**src/rtl/comp_serial_msb.sv**
```systemverilog
// -----------------------------------------------------------------------------
// comp_serial_msb
//
// Chunk-serial unsigned magnitude comparator. Operands A and B arrive as
// CH = N/W chunk pairs of W bits each, most-significant chunk first, over a
// valid/ready stream. The direction of the comparison is fixed by the first
// chunk pair that differs; later chunks are still consumed but cannot change
// the outcome. After the last chunk the result (ge/eq/gt) is presented on a
// registered valid/ready output and held until the consumer takes it.
//
// Parameters
//   N          total operand width in bits (multiple of W, N >= W)
//   W          chunk width in bits
//
// Ports
//   clk        rising-edge clock
//   rst_n      asynchronous, active-low reset
//   in_valid   a_chunk/b_chunk carry a valid chunk pair
//   in_ready   block accepts a chunk pair this cycle (high only in RUN)
//   a_chunk    current chunk of A, MSB chunk first
//   b_chunk    current chunk of B, same chunk index as a_chunk
//   out_valid  result is valid
//   out_ready  consumer takes the result
//   ge         A >= B (unsigned); 0 while out_valid is 0
//   eq         A == B;            0 while out_valid is 0
//   gt         A >  B (unsigned); 0 while out_valid is 0
// -----------------------------------------------------------------------------
module comp_serial_msb #(
    parameter int N = 32,
    parameter int W = 8
) (
    input  logic         clk,
    input  logic         rst_n,
    input  logic         in_valid,
    output logic         in_ready,
    input  logic [W-1:0] a_chunk,
    input  logic [W-1:0] b_chunk,
    output logic         out_valid,
    input  logic         out_ready,
    output logic         ge,
    output logic         eq,
    output logic         gt
);

    // Number of chunks per operand and the width of the chunk counter.
    // A single-chunk configuration still needs a 1-bit counter to keep the
    // datapath well formed; it simply never leaves zero.
    localparam int CH = N / W;
    localparam int CW = (CH > 1) ? $clog2(CH) : 1;
    localparam logic [CW-1:0] LAST_IDX = CW'(CH - 1);

    typedef enum logic [0:0] {
        RUN  = 1'b0,
        DONE = 1'b1
    } state_t;

    // -------------------------------------------------------------------------
    // Fold one chunk pair into the running decision.
    // Returns {decided, a_gt} after this chunk. Once a decision exists it is
    // sticky: the incoming chunk only matters while all higher chunks matched.
    // -------------------------------------------------------------------------
    function automatic logic [1:0] fold_chunk(
        input logic         decided_in,
        input logic         a_gt_in,
        input logic [W-1:0] a_in,
        input logic [W-1:0] b_in
    );
        logic [1:0] res;
        if (decided_in) begin
            res = {1'b1, a_gt_in};
        end else if (a_in != b_in) begin
            res = {1'b1, (a_in > b_in)};
        end else begin
            res = {1'b0, 1'b0};
        end
        return res;
    endfunction

    // Registered state
    state_t        state_r;
    logic [CW-1:0] cnt_r;
    logic          decided_r;
    logic          a_gt_r;
    logic          out_valid_r;
    logic          ge_r;
    logic          eq_r;
    logic          gt_r;

    // Next-state values
    state_t        state_s;
    logic [CW-1:0] cnt_s;
    logic          decided_s;
    logic          a_gt_s;
    logic          out_valid_s;
    logic          ge_s;
    logic          eq_s;
    logic          gt_s;

    // Helpers
    logic          accept_s;
    logic          last_s;
    logic [1:0]    fold_s;
    logic          fold_decided_s;
    logic          fold_a_gt_s;

    // in_ready is a pure state decode, so no input reaches an output
    // combinationally.
    assign in_ready       = (state_r == RUN);
    assign accept_s       = in_valid & in_ready;
    assign last_s         = (cnt_r == LAST_IDX);
    assign fold_s         = fold_chunk(decided_r, a_gt_r, a_chunk, b_chunk);
    assign fold_decided_s = fold_s[1];
    assign fold_a_gt_s    = fold_s[0];

    assign out_valid = out_valid_r;
    assign ge        = ge_r;
    assign eq        = eq_r;
    assign gt        = gt_r;

    // Next-state and result computation for the RUN/DONE controller.
    always_comb begin
        state_s     = state_r;
        cnt_s       = cnt_r;
        decided_s   = decided_r;
        a_gt_s      = a_gt_r;
        out_valid_s = out_valid_r;
        ge_s        = ge_r;
        eq_s        = eq_r;
        gt_s        = gt_r;

        case (state_r)
            RUN: begin
                if (accept_s) begin
                    if (last_s) begin
                        // Final chunk: publish the decision including this
                        // chunk and clear the per-operation scan state so the
                        // next operation starts clean.
                        gt_s        = fold_decided_s & fold_a_gt_s;
                        eq_s        = ~fold_decided_s;
                        ge_s        = (fold_decided_s & fold_a_gt_s) | ~fold_decided_s;
                        out_valid_s = 1'b1;
                        state_s     = DONE;
                        cnt_s       = {CW{1'b0}};
                        decided_s   = 1'b0;
                        a_gt_s      = 1'b0;
                    end else begin
                        // Every chunk is counted, even after an early decision,
                        // so the stream framing never depends on the data.
                        cnt_s     = cnt_r + CW'(1);
                        decided_s = fold_decided_s;
                        a_gt_s    = fold_a_gt_s;
                    end
                end else begin
                    // Input gap: nothing advances.
                    state_s = RUN;
                end
            end

            DONE: begin
                if (out_ready) begin
                    // Result taken: outputs read zero again and RUN resumes on
                    // the next cycle (no same-cycle accept in DONE).
                    state_s     = RUN;
                    out_valid_s = 1'b0;
                    ge_s        = 1'b0;
                    eq_s        = 1'b0;
                    gt_s        = 1'b0;
                end else begin
                    // Backpressure: hold the result stable.
                    state_s = DONE;
                end
            end

            default: begin
                // Unreachable encoding: fall back to the reset condition.
                state_s     = RUN;
                cnt_s       = {CW{1'b0}};
                decided_s   = 1'b0;
                a_gt_s      = 1'b0;
                out_valid_s = 1'b0;
                ge_s        = 1'b0;
                eq_s        = 1'b0;
                gt_s        = 1'b0;
            end
        endcase
    end

    // State, scan and result registers; reset discards any partial operation.
    always_ff @(posedge clk or negedge rst_n) begin
        if (!rst_n) begin
            state_r     <= RUN;
            cnt_r       <= {CW{1'b0}};
            decided_r   <= 1'b0;
            a_gt_r      <= 1'b0;
            out_valid_r <= 1'b0;
            ge_r        <= 1'b0;
            eq_r        <= 1'b0;
            gt_r        <= 1'b0;
        end else begin
            state_r     <= state_s;
            cnt_r       <= cnt_s;
            decided_r   <= decided_s;
            a_gt_r      <= a_gt_s;
            out_valid_r <= out_valid_s;
            ge_r        <= ge_s;
            eq_r        <= eq_s;
            gt_r        <= gt_s;
        end
    end

endmodule

```
**config.mk**
```make
export PLATFORM = sky130hd
export DESIGN_NAME = comp_serial_msb
export DESIGN_NICKNAME = d
export VERILOG_FILES = /design/src/rtl/comp_serial_msb.sv
export SDC_FILE = /design/constraint.sdc
export NUM_CORES = 1
export LEC_CHECK = 0
export CORE_MARGIN = 8
export CORE_UTILIZATION = 40
export DETAILED_ROUTE_END_ITERATION = 8
export GPL_ROUTABILITY_DRIVEN = 0
export PLACE_DENSITY = 0.75
export SYNTH_ARGS = -nofsm -noshare
export SYNTH_HDL_FRONTEND = slang
export SYNTH_SLANG_ARGS = --single-unit
```
**constraint.sdc**
```tcl
create_clock -name clk -period 1.8 [get_ports clk]
set_clock_uncertainty 0.15 [all_clocks]
set_input_delay 0.36 -clock clk [delete_from_list [all_inputs] [get_ports clk]]
set_output_delay 0.36 -clock clk [all_outputs]
set_load 0.02 [all_outputs]
```
# [Yosys cells after proc, flatten, opt, wreduce, memory -nomap -nowiden]
# Index checks and enable logic that the tools add are counted.
[word_totals] output_inout_bits=5 ramBits=0 latch_bits=0 mem_count=0 rom_bits=0 register_bits=9 word_cells=44
[classes] magnitude_cmp=1 n_mux=22 bitwise_logic=5 shifts=0 eq_ne=5 mul=0 n_reduce_logical=2 n_div=0 n_addsub=1
[ops] operator="$mux 1" n=14
[ops] operator="$pmux 1 s2" n=5
[ops] operator="$gt 8x8->1" n=1
[ops] operator="$ne 8x8->1" n=1
[ops] operator="$mux 2" n=3
[ops] operator="$ne 2x1->1 const B" n=2
[ops] operator="$reduce_and 3->1" n=1
[ops] operator="$add 2x1->2 const B" n=1
[ops] operator="$and 1x1->1" n=2
[ops] operator="$eq 2x2->1 const B" n=1
[ops] operator="$ne 2x2->1 const B" n=1
[ops] operator="$not 1->1" n=2
[ops] operator="$reduce_and 2->1" n=1
[ops] operator="$or 1x1->1" n=1

# [Longest topological paths before layout]
[logic_depth] ltp_word=8 mapped_depth=7

# [Worst setup path before layout]
# OpenSTA, ideal clock, no wires.
[synth_timing] path_kind="input to register" startpoint="in b_chunk[1]" endpoint="reg ge_r, in the netlist ge" setup_slack_ns=0.223 cell_stages=7 arrival_time_ns=1.302 cell_sequence="inv_1 ha_1 nor2b_4 o211ai_2 a21oi_2 nor4_2 o31ai_2"
[synth_between] elab_chain_len=8 word_cells_on_any_way=10 classes_between="order compare: 1; eq/ne: 1; mux: 5; bitwise: 3"
[synth_lines] element="start, declared" line="37" source="input logic [W-1:0] b_chunk,"
[synth_lines] element="$gt 8x8->1 / $ne 8x8->1 (equally long branches)" line="72, 71"
[synth_lines] element="$mux 2 *" line="71" source="end else if (a_in != b_in) begin"
[synth_lines] element="$mux 2 *" line="69" source="if (decided_in) begin"
[synth_lines] element="$and 1x1->1 / $not 1->1 (equally long branches)" line="140" source="ge_s = (fold_decided_s & fold_a_gt_s) | ~fold_decided_s;"
[synth_lines] element="$or 1x1->1 *" line="140"
[synth_lines] element="$mux 1 *" line="134" source="if (last_s) begin"
[synth_lines] element="$mux 1 *" line="133" source="if (accept_s) begin"
[synth_lines] element="$pmux 1 s2 *" line="131" source="case (state_r)"
[synth_lines] element="end signal, assigned" line="205" source="ge_r <= ge_s;"
[synth_lines] element="end, declared" line="85" source="logic ge_r;"
# Mark *: on every way between the ends. The rest lies on a longest branch, timed or not. The select of a mux whose other input is x is not followed.
# A chain may end at the register's enable or synchronous reset.

# [Worst setup path after layout]
[layout_timing] startpoint="in b_chunk[3]" endpoint="reg decided_r"
[layout_between] elab_chain_len=4
[layout_lines] element="$ne 8x8->1" line="71"
[layout_lines] element="$mux 2" line="71"
[layout_lines] element="$mux 2" line="69"
[layout_lines] element="$mux 1" line="134"
[layout_lines] element="end signal, assigned" line="202" source="decided_r <= decided_s;"
[layout_lines] element="end, declared" line="82" source="logic decided_r;"
# No other way between the ends.

==> flow_summary.json <==
{
  "synth-simple-area-share_pct": 18.3,
  "yosysSeqAreaShare_pct": 36.7,
  "hpwl_mm": 1.15,
  "num_antenna_cells": 0,
  "dieArea_um2": 3050,
  "cts_buffers": 3,
  "layout-drive-gt1-share_pct": 29.0,
  "numPortBuffers": 24,
  "report.final.slew_viol_count": 0,
  "grt_usage_pct": 11.0,
  "drt_drc_violations_left": 0,
  "synthAdderAreaFrac_pct": 18.3,
  "grt_pass1_wl_mm": 2.48,
  "clock_path_buffers": 2,
  "ys_top_cells_by_area": "dfrtp_1, ha_1, inv_1, nand2_1, a21oi_1",
  "syn2layout_area_growth_pct": 66.8,
  "power.density_nw_per_um2": 989,
  "worst_pin_slew_ns": 0.389,
  "cp-end-kind": "flop",
  "crit_arrival_ns": 1.79,
  "overflow": 0,
  "syn_nets": 93,
  "worst_ep_required_time_ns": 1.81,
  "path_class": "in2reg",
  "critPathLaunchType": "input pin",
  "dpl.cell_count": 105,
  "maxSlewHeadroom_pct": 74.0,
  "routedWlPerCell_um": 13.8,
  "muxShareOfSynthArea_pct": 1.83,
  "syn_area_um2": 614,
  "final_util_pct": 69.6,
  "die_h_um": 55.2,
  "antenna_found_initial": 0,
  "synth-compound-area-share_pct": 19.3,
  "ant_nets": 0,
  "ys_types": 24,
  "num_vias": 559,
  "p_leak_nw": 0.520,
  "grt_start_max_net_pins": 10,
  "synth_xor_xnor_area_share_pct": 0,
  "first_pass_iters": 3,
  "synth_largest_area_cell": "dfrtp_1",
  "ioPinCount": 25,
  "finalHoldViolations": 0,
  "setup_violations": 0,
  "clkLatencyLatePin_ns": 0.26,
  "avgSynthCellArea_um2": 9.60,
  "ys_warn_count": 0,
  "h-tree-depth": 1,
  "drv_cap": 0,
  "cts.clk_slew.worst_paths_ns": 0.07,
  "ir_worst_vdd_v": 0.000654,
  "routed_wl_mm": 1.51,
  "die_w_um": 55.2,
  "path_max_fanout": 3,
  "synthCells": 64,
  "status": "finished clean",
  "cts-root-buf": "clkbuf_4",
  "cts_hold_buffers": 0,
  "layout_setup_ws_ns": 0.0167,
  "avgViaCountPerCell": 5.13,
  "period_minus_slack_ns": 1.78,
  "synth_seq_cells": 9,
  "holdCritPathClass": "in2async",
  "synth_top_area_share_pct": 36.7,
  "post-route-period-util_pct": 99.1,
  "pre_cts_slack_ns": -0.320,
  "core_area_um2": 1470,
  "whs_ns": 0.234,
  "num-nets-final": 123,
  "placementRows": 14,
  "synth_top_family_by_area": "compound AO/OA/AOI/OAI gates",
  "start_util_pct": 41.8,
  "stdcell_count": 109,
  "cts_tree": "done",
  "max_freq_ghz": 0.561,
  "drt_iter0_drc": 9,
  "clock-sinks": 9,
  "grt_pass1_vias": 580
}
## logic make-up after synthesis
logic type,count (synthesis)
muxes,1
and+or+nand+nor,20
DFF,9
adders and majority gates,9
buffers and inverters,9
AOI/OAI and AO/OA,16
## through the flow
stage	power [mW]	TNS [ns]	area [um2]
2_1_floorplan	0.653	0	614
3_3_place_gp	0.823	-1.28	882
3_5_place_dp	0.835	-1.42	882
4_1_cts	1.00	0	923
5_1_grt	1.10	-0.0335	1020
6_report	1.01	0	1020
## cells in the final DEF (no fill, tap or decap), drive strengths merged, types with 3 or more instances in the layout
cell type / count
a21oi: 6
clkbuf: 4
clkdlybuf4s50: 12
dfrtp: 9
dlymetal6s2s: 11
ha: 9
inv: 9
nand2: 7
nor2: 5
o21ai: 3
## flip-flops by register name, indices dropped and copies added, names as in the netlist
register   flops
state_r        1
a_gt_r         1
cnt_r          2
ge             1
decided_r      1
eq             1
out_valid      1
gt             1
## report_power, final
part           internal, mW  switching [mW]
combinational         0.250           0.244
clock                0.0854          0.0724
sequential            0.290          0.0702
total                 0.626           0.387
## critical path, cell delays in order
cell and delay, ns:
clkdlybuf4s50_1 0.47, inv_1 0.07, ha_4 0.28, nand4_1 0.11, nor2_2 0.15, buf_4 0.14, nor2_1 0.03, o21a_1 0.18
## path summary, 6_finish.rpt
kind                       slack (ns)       start         to  depth (start not counted)
hold / removal                   0.23       rst_n         ge                          1
setup / recovery                 0.02  b_chunk[3]  decided_r                          8
hold reg to reg                  0.34   out_valid  out_valid                          2
setup reg to reg                 0.37    cnt_r[0]         gt                          4
max in group asynchronous        0.98       rst_n    state_r                          1
min in group clk                 0.34   out_valid  out_valid                          2
## metal layers
metal,share of wire (%),up-vias,GRT usage (%)
met5,0,-,0
met3,8.9,2,3.21
met2,47,16,17.7
met4,0.53,0,6.00
li1,-,285,-
met1,43,256,12.7
## repair_timing
action / 4_1_cts / 5_1_grt
resized for setup: 4 / 23
pin swaps: 3 / 10
endpoints found under the setup margin: 5 / 4
setup buffers: 0 / 0
## layout make-up
class | instances | area, um2
inverters | 9 | 33.8
flip-flops and latches | 9 | 225
repair buffers | 25 | 274
multi-input cells | 46 | 445
clock buffers | 4 | 26.3
well taps | 16 | 20.0
fillers | 108 | 447
## synthesized netlist by cell type, drive strengths merged
library cell / n
dfrtp: 9
a22oi: 1
o31ai: 2
nand3: 2
nand2: 7
nor4: 1
nor2b: 2
ha: 9
a21oi: 6
nor2: 5
nand4: 2
mux2: 1
o211ai: 1
o21a: 1
nor3: 1
a32o: 1
a21o: 1
o21ai: 3
inv: 9
Power figures use the tool's default switching activity.
==> RTL edit 1 (config.mk and constraints unchanged) <==
`W`: 8 -> 4.
--- a/src/rtl/comp_serial_msb.sv
+++ b/src/rtl/comp_serial_msb.sv
@@ -27,7 +27,7 @@
 // -----------------------------------------------------------------------------
 module comp_serial_msb #(
     parameter int N = 32,
-    parameter int W = 8
+    parameter int W = 4
 ) (
     input  logic         clk,
     input  logic         rst_n,
Ports: changed (resized a_chunk and b_chunk); port bits go from 25 to 17. No check against the original RTL was run, so the function may have changed too.
==> RTL edit 1 against the unedited design <==
  * Synthesized area decreased by 12%
  * Register-to-register slack got worse by 210 ps
  * Global-route usage decreased by 0.91 points
  * Power decreased by 14%
  * Setup slack improved by 33 ps
  * Sequential cell count increased by 1
  * Design area decreased by 21%
  * Routed wire length decreased by 22%
==> RTL edit 1: results (changes against the unedited design) <==
Outcome
  – Status: finished, final reports clean

Logic synthesis
  – Synth area leaders: dfrtp_1, ha_1, nand2_1, inv_1, nand2b_4
  – Compound-Gate Fraction of Synth Area: 15.4% (-3.9 points)
  – Sequential element share of the synthesized area: 46.1% (+9.4 points)
  – Mux cell area share after synthesis: 0% (-1.8 points)
  – Fraction of registers with async set/reset: 100% (unchanged)
  – Adder-cell area share of the yosys netlist: 13.8% (-4.5 points)
  – Most frequent cells after synthesis: nand2_1, dfrtp_1, inv_1

Critical path
  – R2R cell count: 6 (+2)
  – Worst r2r dst: ge$_DFFE_PN0P_
  – Critical Path Fanout Max: 2 (-1)
  – Reg2Reg Setup Slack: 160 ps (-210 ps)
  – CP arrival: 1240 ps (-550 ps)
  – Slowest cell delay on critical path: 610 ps (+140 ps)

STA
  – Final hold slack: 256 ps (+22.2 ps)
  – Worst-margin pin slew: 446 ps (+56.8 ps)

Drt
  – Detailed Routing Iterations Pass 1: 1 (-2)
  – Vias per Instance: 5.12 (-0.17%)
  – Routed WL: 1170 um (-22%)
  – DRT iter0 DRCs: 0 (-9)

Global routing
  – Vias in the first global route: 507 (-13%)
  – Largest net degree at the start of global routing: 11 (+1)
  – Global Route met3 Usage: 5.11% (+1.9 points)
  – Global-route usage over all layers: 10.1% (-0.91 points)
  – First-pass GRT wire length: 2100 um (-15%)
  – Met1 Use GR: 10.1% (-2.6 points)
  – M2 GR Usage: 16.6% (-1.1 points)

Cells and area
  – Layout cells sized above 1: 23.4% (-5.7 points)
  – Final-layout fill cell count: 112 (+3.7%)
  – Max reg flops: 3 (+1)
  – Final #Nets: 97 (-21%)

Placement
  – Dpl hpwl: 922 um (-20%)
  – Post-Place Setup Slack: -392 ps (-71.6 ps)
  – IO Port Bufs: 16 (-33%)

Pwr
  – Worst ir drop on vdd: 0.641 mV (-1.9%)
  – Pleak: 0.000399 uW (-23%)
[RTL edit 1: final cells by class]
| class | count | area share [%] |
|---|---|---|
| tap | 15 | 2.33 |
| clock buffer | 3 | 2.80 |
| sequential | 10 | 31.1 |
| inverter | 7 | 3.26 |
| timing repair buffer | 19 | 22.2 |
| multi-input combinational | 38 | 38.4 |
[RTL edit 1: through the flow]
stage	power [uW]	instance area [um2]	std cells
2_1_floorplan	575	543	55
3_3_place_gp	711	744	89
3_5_place_dp	718	744	89
4_1_cts	874	801	92
5_1_grt	937	806	92
6_report	869	806	92
[RTL edit 1: layer usage]
metal	routed length, um	vias up
li1	-	238
met1	507	212
met2	503	17
met3	135	4
met4	26	0
met5	0	-
[RTL edit 1: worst max-delay path by stage]
stage / from / end / slack (ps) / depth (start not counted)
floorplan: b_chunk[3] / ge$_DFFE_PN0P_ / 150 / 6
global placement: b_chunk[3] / a_gt_r$_DFFE_PN0P_ / -360 / 7
global route: eq$_DFFE_PN0P_ / eq / 20 / 1
detailed placement: b_chunk[3] / ge$_DFFE_PN0P_ / -390 / 7
finish: eq$_DFFE_PN0P_ / eq / 50 / 1
CTS: a_chunk[1] / gt$_DFFE_PN0P_ / 1 / 6
[RTL edit 1: worst register-to-register path: stages, from the launching register on]
cell	delay, ps
dfrtp_1	380
ha_1	160
ha_1	180
inv_1	80
nor2_2	160
a21oi_1	80
a221o_1	350
[RTL edit 1: power by group]
group	internal, uW	switching, uW	leakage [uW]	total (uW)
Clock	77.3	75.4	0.0000138	153
Sequential	307	50.6	0.000126	358
Combinational	190	168	0.000258	358
Total	575	294	0.000399	869
[RTL edit 1: cells by family (layout without fill, tap and decap cells)]
group | after synthesis | in the layout
AO/OA/AOI/OAI | 11 | 11
adder cells (fa/ha/maj) | 6 | 6
buffers and inverters | 7 | 29
flip-flops | 10 | 10
AND/OR/NAND/NOR | 21 | 21
[RTL edit 1: repair_timing]
action                     4_1_cts  5_1_grt
setup buffers                    0        0
setup endpoints to repair        6        4
gates resized for setup         14        2
pin swaps                        5        2
==> RTL edit 2 (config.mk and constraints unchanged) <==
Made on the original files. Make the reset (`rst_n`) synchronous in one clocked block. Comments in the files are not updated.
--- a/src/rtl/comp_serial_msb.sv
+++ b/src/rtl/comp_serial_msb.sv
@@ -186,7 +186,7 @@
     end
 
     // State, scan and result registers; reset discards any partial operation.
-    always_ff @(posedge clk or negedge rst_n) begin
+    always_ff @(posedge clk) begin
         if (!rst_n) begin
             state_r     <= RUN;
             cnt_r       <= {CW{1'b0}};
Behaviour: differs if rst_n is asserted again (counterexample within 10 cycles, from zero or initial values and one cycle with rst_n low); with rst_n held inactive, the same outputs for 10 cycles.
==> RTL edit 2 against the unedited design <==
  * Routed wire length rose by 13%
  * Critical path type unchanged
  * Largest cell class unchanged
  * Design area rose by 1.8%
  * Sequential cell count stayed put
  * Setup slack better by 46 ps
  * Global-route usage is 0.26 points lower
  * Register-to-register slack better by 30 ps
  * Non-clock buffer count grew 3
  * Synthesized area is 0.41% higher
  * Final cell count is 14% higher
Power is not compared: it rests on default switching activity, and its combinational part moved more than twofold at a synthesized area within 25%.
==> RTL edit 2: results (changes against the unedited design) <==
Cells and area
  – Final #Nets: 138 (+12%)
  – Non-filler cells in the finished layout: 124 (+14%)
  – Final-layout fill cell count: 121 (+12%)
  – Layout cells sized above 1: 25.9% (-3.1 points)

Placement
  – Dpl cell area: 900 um2 (+2.0%)
  – Dpl hpwl: 1280 um (+12%)

STA
  – Slew HR: 82.1% (+8.1 points)
  – Final Critical Period: 1740 ps (-45.9 ps)

Logic synthesis
  – Fraction of registers with async set/reset: 0% (-100 points)
  – Synth area leaders: dfxtp_1, ha_1, nand2_1, inv_1, a21oi_1
  – Mux cell area share after synthesis: 0% (-1.8 points)
  – Most frequent cells after synthesis: nand2_1, inv_1, dfxtp_1, ha_1, a21oi_1
  – Compound-Gate Fraction of Synth Area: 18.3% (-1.1 points)
  – Most used DFF post-synth: dfxtp_1
  – Sequential element share of the synthesized area: 29.2% (-7.5 points)
  – Avg Cell Area, Syn: 8.12 um2 (-15%)
  – Synth Net Count: 105 (+13%)
  – Distinct cell type count after synthesis: 21 (-13%)

Clocking
  – Post CTS Setup Buffer Count: 1 (+1)
  – Clk Latency, worst-skew pair: 260 ps (about the same)

Critical path
  – Worst r2r dst: ge$_SDFFE_PN0P_
  – Slowest cell delay on critical path: 440 ps (-30 ps)
  – R2R cell count: 5 (+1)
  – Reg2Reg Setup Slack: 400 ps (+30 ps)
  – CP arrival: 1720 ps (-70 ps)
  – Reg-to-Reg Start: cnt_r[0]$_SDFFE_PN0P_
  – Critical Path Sink: gt$_SDFFE_PN0P_

Drt
  – Routed WL: 1700 um (+13%)
  – DRT iter0 DRCs: 7 (-2)
  – Detailed Routing Iterations Pass 1: 4 (+1)

Global routing
  – First-pass GRT wire length: 2790 um (+13%)
  – Vias in the first global route: 654 (+13%)
  – Global-route usage over all layers: 10.7% (-0.26 points)

Outcome
  – Status: finished, final reports clean
## RTL edit 2: layout make-up
type | instances | area [um2] | share of cell area (%)
multi-input combinational | 56 | 502 | 48.1
inverter | 11 | 41.3 | 3.96
clock buffer | 4 | 26.3 | 2.52
sequential | 9 | 180 | 17.3
timing repair buffer | 28 | 274 | 26.3
tap | 16 | 20.0 | 1.92
## RTL edit 2: routing by layer
metal | global-route usage [%] | share of wire (%) | vias up
met1 | 10.6 | 41 | 282
met3 | 3.42 | 7.0 | 2
li1 | - | - | 327
met5 | 0 | 0 | -
met4 | 4.23 | 0.94 | 0
met2 | 19.9 | 51 | 21
## RTL edit 2: report_power, final
part | total, uW | switching, uW | internal (uW)
combinational | 152 | 68.0 | 83.8
clock | 155 | 70.0 | 85.4
sequential | 214 | 6.98 | 207
total | 521 | 145 | 376
## RTL edit 2: worst min path at each step
stage,start,end,slack (ps),depth (start not counted)
2_1_floorplan,cnt_r[1]$_SDFFE_PN0P_,cnt_r[1]$_SDFFE_PN0P_,300,2
3_3_place_gp,out_valid$_SDFFE_PN0P_,out_valid$_SDFFE_PN0P_,310,2
3_5_place_dp,out_valid$_SDFFE_PN0P_,out_valid$_SDFFE_PN0P_,310,2
4_1_cts,out_valid$_SDFFE_PN0P_,out_valid$_SDFFE_PN0P_,320,2
5_1_grt,cnt_r[1]$_SDFFE_PN0P_,cnt_r[1]$_SDFFE_PN0P_,360,2
6_report,out_valid$_SDFFE_PN0P_,out_valid$_SDFFE_PN0P_,310,2
## RTL edit 2: worst max-delay path: cells and delay by family
kind / cells / cell delay (ps)
adder cells (fa/ha/maj): 1 / 290
buffers and inverters: 1 / 440
AO/OA/AOI/OAI: 2 / 380
AND/OR/NAND/NOR: 3 / 240
